===== src/rtl/line_fetch_sched_pkg.sv =====
// Shared definitions for the line fetch scheduler: FSM encoding and the
// burst-geometry helpers used to size counters and address steps.
package line_fetch_sched_pkg;

   typedef enum logic [1:0] {
      S_IDLE  = 2'd0,
      S_CHECK = 2'd1,
      S_REQ   = 2'd2,
      S_DATA  = 2'd3
   } fetch_state_t;

   localparam int DEF_H_ACTIVE      = 1280;
   localparam int DEF_BURST_LEN     = 256;
   localparam int DEF_BYTES_PER_PIX = 4;

   localparam int DEF_BURSTS      = DEF_H_ACTIVE / DEF_BURST_LEN;
   localparam int DEF_BURST_BYTES = DEF_BURST_LEN * DEF_BYTES_PER_PIX;

   function automatic int bursts_of(input int h_active, input int burst_len);
      return h_active / burst_len;
   endfunction

   function automatic int burst_bytes_of(input int burst_len, input int bytes_per_pix);
      return burst_len * bytes_per_pix;
   endfunction

   // A line must split into a whole, non-zero number of bursts.
   function automatic bit burst_divides(input int h_active, input int burst_len);
      return (burst_len > 0) && (h_active >= burst_len) && ((h_active % burst_len) == 0);
   endfunction

   function automatic int clog2_min1(input int v);
      return (v <= 2) ? 1 : $clog2(v);
   endfunction

endpackage


===== src/rtl/line_fetch_sched_sync_edge_det.sv =====
// Registers one timing-generator strobe and emits single-cycle rise/fall
// pulses comparing the live input against its registered copy.
module sync_edge_det
   import line_fetch_sched_pkg::*;
(
   input  logic clk,
   input  logic rst_n,
   input  logic i_sig,
   output logic o_rise,
   output logic o_fall
);

   logic r_sig;

   always_ff @(posedge clk or negedge rst_n) begin
      if (!rst_n) begin
         r_sig <= 1'b0;
      end else begin
         r_sig <= i_sig;
      end
   end

   assign o_rise = i_sig & ~r_sig;
   assign o_fall = ~i_sig & r_sig;

endmodule


===== src/rtl/line_fetch_sched.sv =====
// Fetches each active line as fixed-size read bursts into a ping-pong line
// buffer pair, swaps on every displayed line and restarts on vertical sync.
module line_fetch_sched
   import line_fetch_sched_pkg::*;
#(
   parameter int          H_ACTIVE      = 1280,
   parameter int          V_ACTIVE      = 720,
   parameter int          BURST_LEN     = 256,
   parameter int          BYTES_PER_PIX = 4,
   parameter int          ADDR_W        = 32,
   parameter int unsigned FRAME_BASE    = 0,
   parameter bit          VS_POL        = 1'b1
) (
   input  logic              clk,
   input  logic              rst_n,
   input  logic              i_vs_in,
   input  logic              i_de_in,
   output logic              o_rd_req,
   output logic [ADDR_W-1:0] o_rd_addr,
   output logic [15:0]       o_rd_len,
   input  logic              i_rd_ack,
   input  logic              i_rd_done,
   output logic              o_buf_wr_sel,
   output logic              o_buf_rd_sel,
   output logic              o_line_ready,
   output logic              o_frame_start,
   output logic              o_underflow
);

   localparam int BURSTS      = bursts_of(H_ACTIVE, BURST_LEN);
   localparam int BURST_BYTES = burst_bytes_of(BURST_LEN, BYTES_PER_PIX);
   localparam int FL_W        = $clog2(V_ACTIVE + 1);
   localparam int BC_W        = clog2_min1(BURSTS);

   localparam logic [FL_W-1:0]   LAST_LINE  = FL_W'(V_ACTIVE);
   localparam logic [BC_W-1:0]   LAST_BURST = BC_W'(BURSTS - 1);
   localparam logic [ADDR_W-1:0] BASE_ADDR  = ADDR_W'(FRAME_BASE);
   localparam logic [ADDR_W-1:0] ADDR_STEP  = ADDR_W'(BURST_BYTES);

   generate
      if (!burst_divides(H_ACTIVE, BURST_LEN)) begin : g_bad_burst_geometry
         $error("H_ACTIVE must be a non-zero multiple of BURST_LEN");
      end
   endgenerate

   fetch_state_t      r_state;
   logic [1:0]        r_full;
   logic              r_wr_sel;
   logic              r_rd_sel;
   logic              r_req;
   logic              r_restart_pend;
   logic              r_line_ready;
   logic              r_frame_start;
   logic              r_underflow;
   logic [FL_W-1:0]   r_fetch_line;
   logic [BC_W-1:0]   r_burst_cnt;
   logic [ADDR_W-1:0] r_addr;

   logic w_vs_rise, w_vs_fall, w_de_rise, w_de_fall;
   logic w_vs_edge, w_pend, w_burst_done, w_line_done, w_restart;
   logic w_disp_en, w_disp_rise, w_disp_fall;
   logic [1:0] w_set, w_clr, w_full_next;

   sync_edge_det u_vs_det (
      .clk    (clk),
      .rst_n  (rst_n),
      .i_sig  (i_vs_in),
      .o_rise (w_vs_rise),
      .o_fall (w_vs_fall)
   );

   sync_edge_det u_de_det (
      .clk    (clk),
      .rst_n  (rst_n),
      .i_sig  (i_de_in),
      .o_rise (w_de_rise),
      .o_fall (w_de_fall)
   );

   assign w_vs_edge    = VS_POL ? w_vs_rise : w_vs_fall;
   // A sync arriving in the same cycle as rd_done must already discard that burst.
   assign w_pend       = r_restart_pend | w_vs_edge;
   assign w_burst_done = (r_state == S_DATA) & i_rd_done;
   assign w_line_done  = w_burst_done & ~w_pend & (r_burst_cnt == LAST_BURST);
   assign w_restart    = (w_vs_edge & ((r_state == S_IDLE) | (r_state == S_CHECK)))
                       | (w_burst_done & w_pend);

   // Once the frame is fully fetched and displayed, stray de activity is ignored.
   assign w_disp_en   = !((r_state == S_IDLE) && (r_fetch_line == LAST_LINE) && (r_full == 2'b00));
   assign w_disp_rise = w_de_rise & w_disp_en;
   assign w_disp_fall = w_de_fall & w_disp_en;

   assign w_set       = {w_line_done & r_wr_sel, w_line_done & ~r_wr_sel};
   assign w_clr       = {w_disp_fall & r_rd_sel, w_disp_fall & ~r_rd_sel};
   assign w_full_next = (r_full & ~w_clr) | w_set;

   always_ff @(posedge clk or negedge rst_n) begin
      if (!rst_n) begin
         r_state        <= S_IDLE;
         r_full         <= 2'b00;
         r_wr_sel       <= 1'b0;
         r_rd_sel       <= 1'b0;
         r_req          <= 1'b0;
         r_restart_pend <= 1'b0;
         r_line_ready   <= 1'b0;
         r_frame_start  <= 1'b0;
         r_underflow    <= 1'b0;
         r_fetch_line   <= '0;
         r_burst_cnt    <= '0;
         r_addr         <= '0;
      end else begin
         r_frame_start <= w_vs_edge;
         r_line_ready  <= r_full[r_rd_sel];
         if (w_restart) begin
            r_full         <= 2'b00;
            r_wr_sel       <= 1'b0;
            r_rd_sel       <= 1'b0;
            r_req          <= 1'b0;
            r_restart_pend <= 1'b0;
            r_underflow    <= 1'b0;
            r_fetch_line   <= '0;
            r_burst_cnt    <= '0;
            r_addr         <= BASE_ADDR;
            r_state        <= S_CHECK;
         end else begin
            r_full <= w_full_next;
            if (w_disp_fall) begin
               r_rd_sel <= ~r_rd_sel;
            end
            if (w_disp_rise && !r_full[r_rd_sel]) begin
               r_underflow <= 1'b1;
            end
            if (w_vs_edge) begin
               r_restart_pend <= 1'b1;
            end
            case (r_state)
               S_IDLE: begin
                  r_state <= S_IDLE;
               end
               S_CHECK: begin
                  if (r_fetch_line == LAST_LINE) begin
                     r_state <= S_IDLE;
                  end else if (!r_full[r_wr_sel]) begin
                     r_req   <= 1'b1;
                     r_state <= S_REQ;
                  end
               end
               S_REQ: begin
                  if (i_rd_ack) begin
                     r_req   <= 1'b0;
                     r_state <= S_DATA;
                  end
               end
               S_DATA: begin
                  if (i_rd_done) begin
                     r_addr <= r_addr + ADDR_STEP;
                     if (r_burst_cnt == LAST_BURST) begin
                        r_wr_sel     <= ~r_wr_sel;
                        r_fetch_line <= r_fetch_line + FL_W'(1);
                        r_burst_cnt  <= '0;
                        r_state      <= S_CHECK;
                     end else begin
                        r_burst_cnt <= r_burst_cnt + BC_W'(1);
                        r_req       <= 1'b1;
                        r_state     <= S_REQ;
                     end
                  end
               end
               default: begin
                  r_state <= S_IDLE;
               end
            endcase
         end
      end
   end

   assign o_rd_req      = r_req;
   assign o_rd_addr     = r_addr;
   assign o_rd_len      = 16'(BURST_LEN);
   assign o_buf_wr_sel  = r_wr_sel;
   assign o_buf_rd_sel  = r_rd_sel;
   assign o_line_ready  = r_line_ready;
   assign o_frame_start = r_frame_start;
   assign o_underflow   = r_underflow;

endmodule


===== config.mk =====
export PLATFORM = sky130hd
export DESIGN_NAME = line_fetch_sched
export DESIGN_NICKNAME = d
export VERILOG_FILES = /design/src/rtl/line_fetch_sched_pkg.sv /design/src/rtl/line_fetch_sched_sync_edge_det.sv /design/src/rtl/line_fetch_sched.sv
export SDC_FILE = /design/constraint.sdc
export NUM_CORES = 1
export LEC_CHECK = 0
export CAP_MARGIN = 20
export CORE_MARGIN = 2
export CORE_UTILIZATION = 44
export CTS_BUF_LIST = sky130_fd_sc_hd__clkbuf_4 sky130_fd_sc_hd__clkbuf_8
export DETAILED_ROUTE_END_ITERATION = 10
export PLACE_DENSITY = 0.67
export SYNTH_ARGS = -nofsm -noshare
export SYNTH_HDL_FRONTEND = slang
export SYNTH_SLANG_ARGS = --single-unit

===== constraint.sdc =====
create_clock -name clk -period 2.85 [get_ports clk]
set_clock_uncertainty 0.1 [all_clocks]
set_input_delay 0.57 -clock clk [delete_from_list [all_inputs] [get_ports clk]]
set_output_delay 0.57 -clock clk [all_outputs]
set_load 0.1 [all_outputs]

==> metrics.txt <==
# TYPE chip_impl_metric gauge
chip_impl_info{name="tritoncts_clock_tree",value="done"} 1
chip_impl_metric{name="dieHeight",unit="um"} 85.1
chip_impl_metric{name="max-slew-margin-rel",unit=""} 0.641
chip_impl_metric{name="flip_flop_and_latch_count_after_synthesis",unit=""} 48
chip_impl_metric{name="first_iter_violations",unit=""} 104
chip_impl_metric{name="timing.final.hold_violations",unit=""} 0
chip_impl_metric{name="clkLatencyLatePin",unit="ps"} 290
chip_impl_info{name="crit_path_frequent_cell",value="nor2_1"} 1
chip_impl_info{name="crit_path_end_kind",value="flop"} 1
chip_impl_metric{name="htree_num_levels",unit=""} 2
chip_impl_metric{name="die_x",unit="um"} 85.1
chip_impl_metric{name="grt_overflow",unit=""} 0
chip_impl_metric{name="cts.clk_slew.worst_paths",unit="ps"} 90
chip_impl_metric{name="net-switching-power",unit="mW"} 0.937
chip_impl_metric{name="finalCoreUtilization",unit=""} 0.512
chip_impl_metric{name="detailed_place.area",unit="sq um"} 3140
chip_impl_metric{name="vias",unit=""} 2125
chip_impl_metric{name="internal_power",unit="mW"} 1.21
chip_impl_metric{name="synth.lib_cells_used.distinct",unit=""} 52
chip_impl_metric{name="synth_largest_type_area_fraction",unit=""} 0.415
chip_impl_metric{name="drv_cap",unit=""} 0
chip_impl_metric{name="floorplan.io_pins",unit=""} 60
chip_impl_info{name="unrepaired_setup_endpoints_after_global_routing",value="false"} 1
chip_impl_metric{name="count_of_cells_resized_by_post_cts_repair",unit=""} 0
chip_impl_metric{name="switching_share",unit=""} 0.436
chip_impl_metric{name="power.ir.vdd_worst",unit="V"} 0.000428
chip_impl_info{name="worst_r2r_startpoint",value="r_state[1]$_DFFE_PN0P_"} 1
chip_impl_metric{name="cts.hold.buffers_added",unit=""} 0
chip_impl_metric{name="nets",unit=""} 347
chip_impl_metric{name="antenna_violations_before_repair",unit=""} 0
chip_impl_metric{name="synthesis.yosys.warnings",unit=""} 0
chip_impl_metric{name="ratio_of_routed_vias_to_standard_cells",unit=""} 5.20
chip_impl_metric{name="design.core.area",unit="sq um"} 6350
chip_impl_metric{name="dp_cells",unit=""} 401
chip_impl_metric{name="design.die.area",unit="sq um"} 7250
chip_impl_info{name="critPathLaunchType",value="primary input"} 1
chip_impl_metric{name="grt_pass1_wl",unit="um"} 9400
chip_impl_metric{name="seq_power_share",unit=""} 0.379
chip_impl_metric{name="drive_above_1_share",unit=""} 0.202
chip_impl_metric{name="finalWeightedCongestion",unit=""} 0.787
chip_impl_info{name="synth_top_cells_by_area",value="dfrtp_1, buf_4, xnor2_1, ha_1, o21ai_0"} 1
chip_impl_info{name="yosys.cell_count.top_type",value="dfrtp_1"} 1
chip_impl_metric{name="slew_viol_final",unit=""} 0
chip_impl_metric{name="timing.critical_path.required",unit="ps"} 2920
chip_impl_info{name="worst_hold_path_class",value="primary input to asynchronous set/reset pin"} 1
chip_impl_metric{name="first_global_vias",unit=""} 2060
chip_impl_info{name="run_status",value="complete, no violations"} 1
chip_impl_metric{name="io_buffer_count",unit=""} 33
chip_impl_metric{name="routed_wirelength",unit="um"} 5310
chip_impl_metric{name="worst_pin_slew",unit="ps"} 536
chip_impl_info{name="postSynth.topFlopCell",value="dfrtp_1"} 1
chip_impl_info{name="ys_top_cells_by_count",value="dfrtp_1, nor2_1, buf_4, nand2_1, o21ai_0"} 1
chip_impl_metric{name="grt_start_max_net_pins",unit=""} 32
chip_impl_metric{name="cts-root-to-sink-buffers",unit=""} 2
chip_impl_metric{name="fin_setup_tns",unit="ps"} 0
chip_impl_info{name="cp-startpoint",value="i_vs_in"} 1
chip_impl_metric{name="placementRows",unit=""} 29
chip_impl_metric{name="detail_route.wirelength.met1",unit="um"} 2640
chip_impl_info{name="clock_tree_root",value="clkbuf_8"} 1
chip_impl_metric{name="p_comb_frac",unit=""} 0.393
chip_impl_metric{name="global_route.usage.total",unit=""} 0.156
chip_impl_metric{name="met3RoutedLength",unit="um"} 187
chip_impl_metric{name="summed_instance_area_of_the_synthesized_netlist",unit="sq um"} 2900
chip_impl_metric{name="avgSynthCellArea",unit="sq um"} 9.82
chip_impl_metric{name="initial_utilization",unit=""} 0.456
chip_impl_metric{name="cts-buffers-inserted",unit=""} 5
chip_impl_metric{name="postCtsSetupBuffers",unit=""} 0
chip_impl_metric{name="number_of_sinks_driven_by_the_clock_tree",unit=""} 48
chip_impl_metric{name="synth-async-reset-ratio",unit=""} 1.00
chip_impl_metric{name="finalInstanceArea",unit="sq um"} 3250
chip_impl_info{name="yosys.area.top_type",value="dfrtp_1"} 1
chip_impl_metric{name="timing.critical_path.arrival",unit="ps"} 2280
chip_impl_metric{name="dp.final_hpwl",unit="um"} 3910
chip_impl_metric{name="period_share",unit=""} 0.774
chip_impl_metric{name="postRouteAntennaNets",unit=""} 0
chip_impl_info{name="slowest_stage",value="clkdlybuf4s50_1"} 1
chip_impl_metric{name="seq_area_frac_synth",unit=""} 0.415
chip_impl_metric{name="drt-wirelength-per-cell",unit="um"} 13.0
chip_impl_metric{name="clock.fmax",unit="GHz"} 0.453
chip_impl_info{name="path_class",value="primary input to flop"} 1
chip_impl_metric{name="count_of_placed_standard_cells_in_the_final_layout_fillers_left_out",unit=""} 409
chip_impl_metric{name="detailedRoute.firstPassIterationCount",unit=""} 4
chip_impl_metric{name="crit_fanout",unit=""} 20
chip_impl_metric{name="layout-area-overhead-vs-synth",unit="%"} 12.2
chip_impl_info{name="uppermost_metal_layer_occupied_by_signal_nets",value="met4"} 1
chip_impl_metric{name="finalSetupViolCount",unit=""} 0
chip_impl_metric{name="post-route-drc-count",unit=""} 0
chip_impl_info{name="crit_chain",value="clkdlybuf4s50_1 -> nand2b_4 -> inv_1 -> nor2_1 -> nor2_1 -> buf_4 -> nor2_1"} 1
chip_impl_metric{name="number_of_enable_type_register_cells_in_the_synthesized_netlist",unit=""} 0
chip_impl_metric{name="power_density",unit="nW/um^2"} 661
chip_impl_metric{name="static-leakage-power",unit="nW"} 1.45
chip_impl_metric{name="power.share.clock",unit=""} 0.227
chip_impl_metric{name="layout_min_cycle_time",unit="ps"} 2210
chip_impl_metric{name="antenna-diode-count",unit=""} 0
chip_impl_metric{name="syn-instance-count",unit=""} 295
chip_impl_metric{name="worst_path_largest_cell_delay",unit="ps"} 520
chip_impl_metric{name="detailroute.wirelength.met2",unit="um"} 2470
-- logic make-up after synthesis --
| kind of cell | share of synthesized area |
|---|---|
| buf+inv | 0.0963 |
| mux | 0.00734 |
| flops | 0.415 |
| simple gates | 0.265 |
| other cells | 0.00259 |
| fa+ha+maj | 0.0432 |
| xor+xnor | 0.0635 |
| compound gates | 0.108 |
-- registers in the layout, indices dropped and copies added (netlist names) --
| name | cells |
|---|---|
| o_buf_rd_sel | 1 |
| r_restart_pend | 1 |
| r_burst_cnt | 3 |
| u_de_det.r_sig | 1 |
| o_rd_addr | 22 |
| o_frame_start | 1 |
| r_full | 2 |
| o_underflow | 1 |
| r_fetch_line | 10 |
| o_rd_req | 1 |
| r_state | 2 |
| u_vs_det.r_sig | 1 |
| o_line_ready | 1 |
| o_buf_wr_sel | 1 |
-- stage by stage --
stage	hold slack (ps)	power, mW	setup WS, ps
after global placement	401	1.67	378
after detailed placement	414	1.67	347
final	92.4	2.15	643
after floorplan	174	1.53	426
after global routing	124	2.27	495
after CTS	100	2.17	639
-- worst paths after layout --
kind                            slack, ps                           to  cells past startpoint
worst max-delay path                  640    o_rd_addr[31]$_DFFE_PN0P_                      7
worst min-delay path                   90       r_state[0]$_DFFE_PN0P_                      1
worst max register to register        660    o_rd_addr[31]$_DFFE_PN0P_                      7
worst min register to register        430      o_underflow$_DFFE_PN0P_                      2
max in group asynchronous            1820  r_fetch_line[7]$_DFFE_PN0P_                      2
min in group clk                      430      o_underflow$_DFFE_PN0P_                      2
-- per-layer routing --
layer | vias up | GRT usage
met2 | 47 | 0.258
met1 | 1019 | 0.217
li1 | 1057 | -
met3 | 2 | 0.0302
met4 | 0 | 0.0274
met5 | - | 0
-- worst max-delay path: cells and delay by family --
family	cells	cell delay, ps
buf+inv	3	1010
simple gates	4	690
-- cell type report --
type,count,area [sq um]
fill,602,3100
tap,77,96.3
clock inverter,2,35.0
timing repair buffer,39,300
multi-input combinational,228,1510
clock buffer,6,76.3
inverter,9,33.8
sequential,48,1200
-- cells in the final DEF (no fill, tap or decap), types with 3 or more instances in the layout --
cell             instances
inv_1                    9
buf_4                   34
clkbuf_8                 5
nor3b_1                  4
nor2_1                  27
nand2_1                 24
clkdlybuf4s50_1          4
a21oi_1                  6
nor3_1                   6
and3_1                   3
nor2_2                   3
nor4_2                   7
xnor2_1                 21
a31oi_1                  3
and4_1                   4
nand3_1                 10
dfrtp_1                 48
nand2b_1                 5
o21ai_0                 23
nor4_1                   3
ha_1                    10
nand4_1                  7
conb_1                  26
-- power groups by stage --
stage / Sequential [mW] / Clock (mW) / Combinational [mW]
5_1_grt: 0.822 / 0.539 / 0.907
2_1_floorplan: 1.05 / 0 / 0.483
4_1_cts: 0.813 / 0.509 / 0.849
3_5_place_dp: 0.824 / 0 / 0.849
3_3_place_gp: 0.826 / 0 / 0.841
6_report: 0.815 / 0.488 / 0.845
Power figures use the tool's default switching activity.
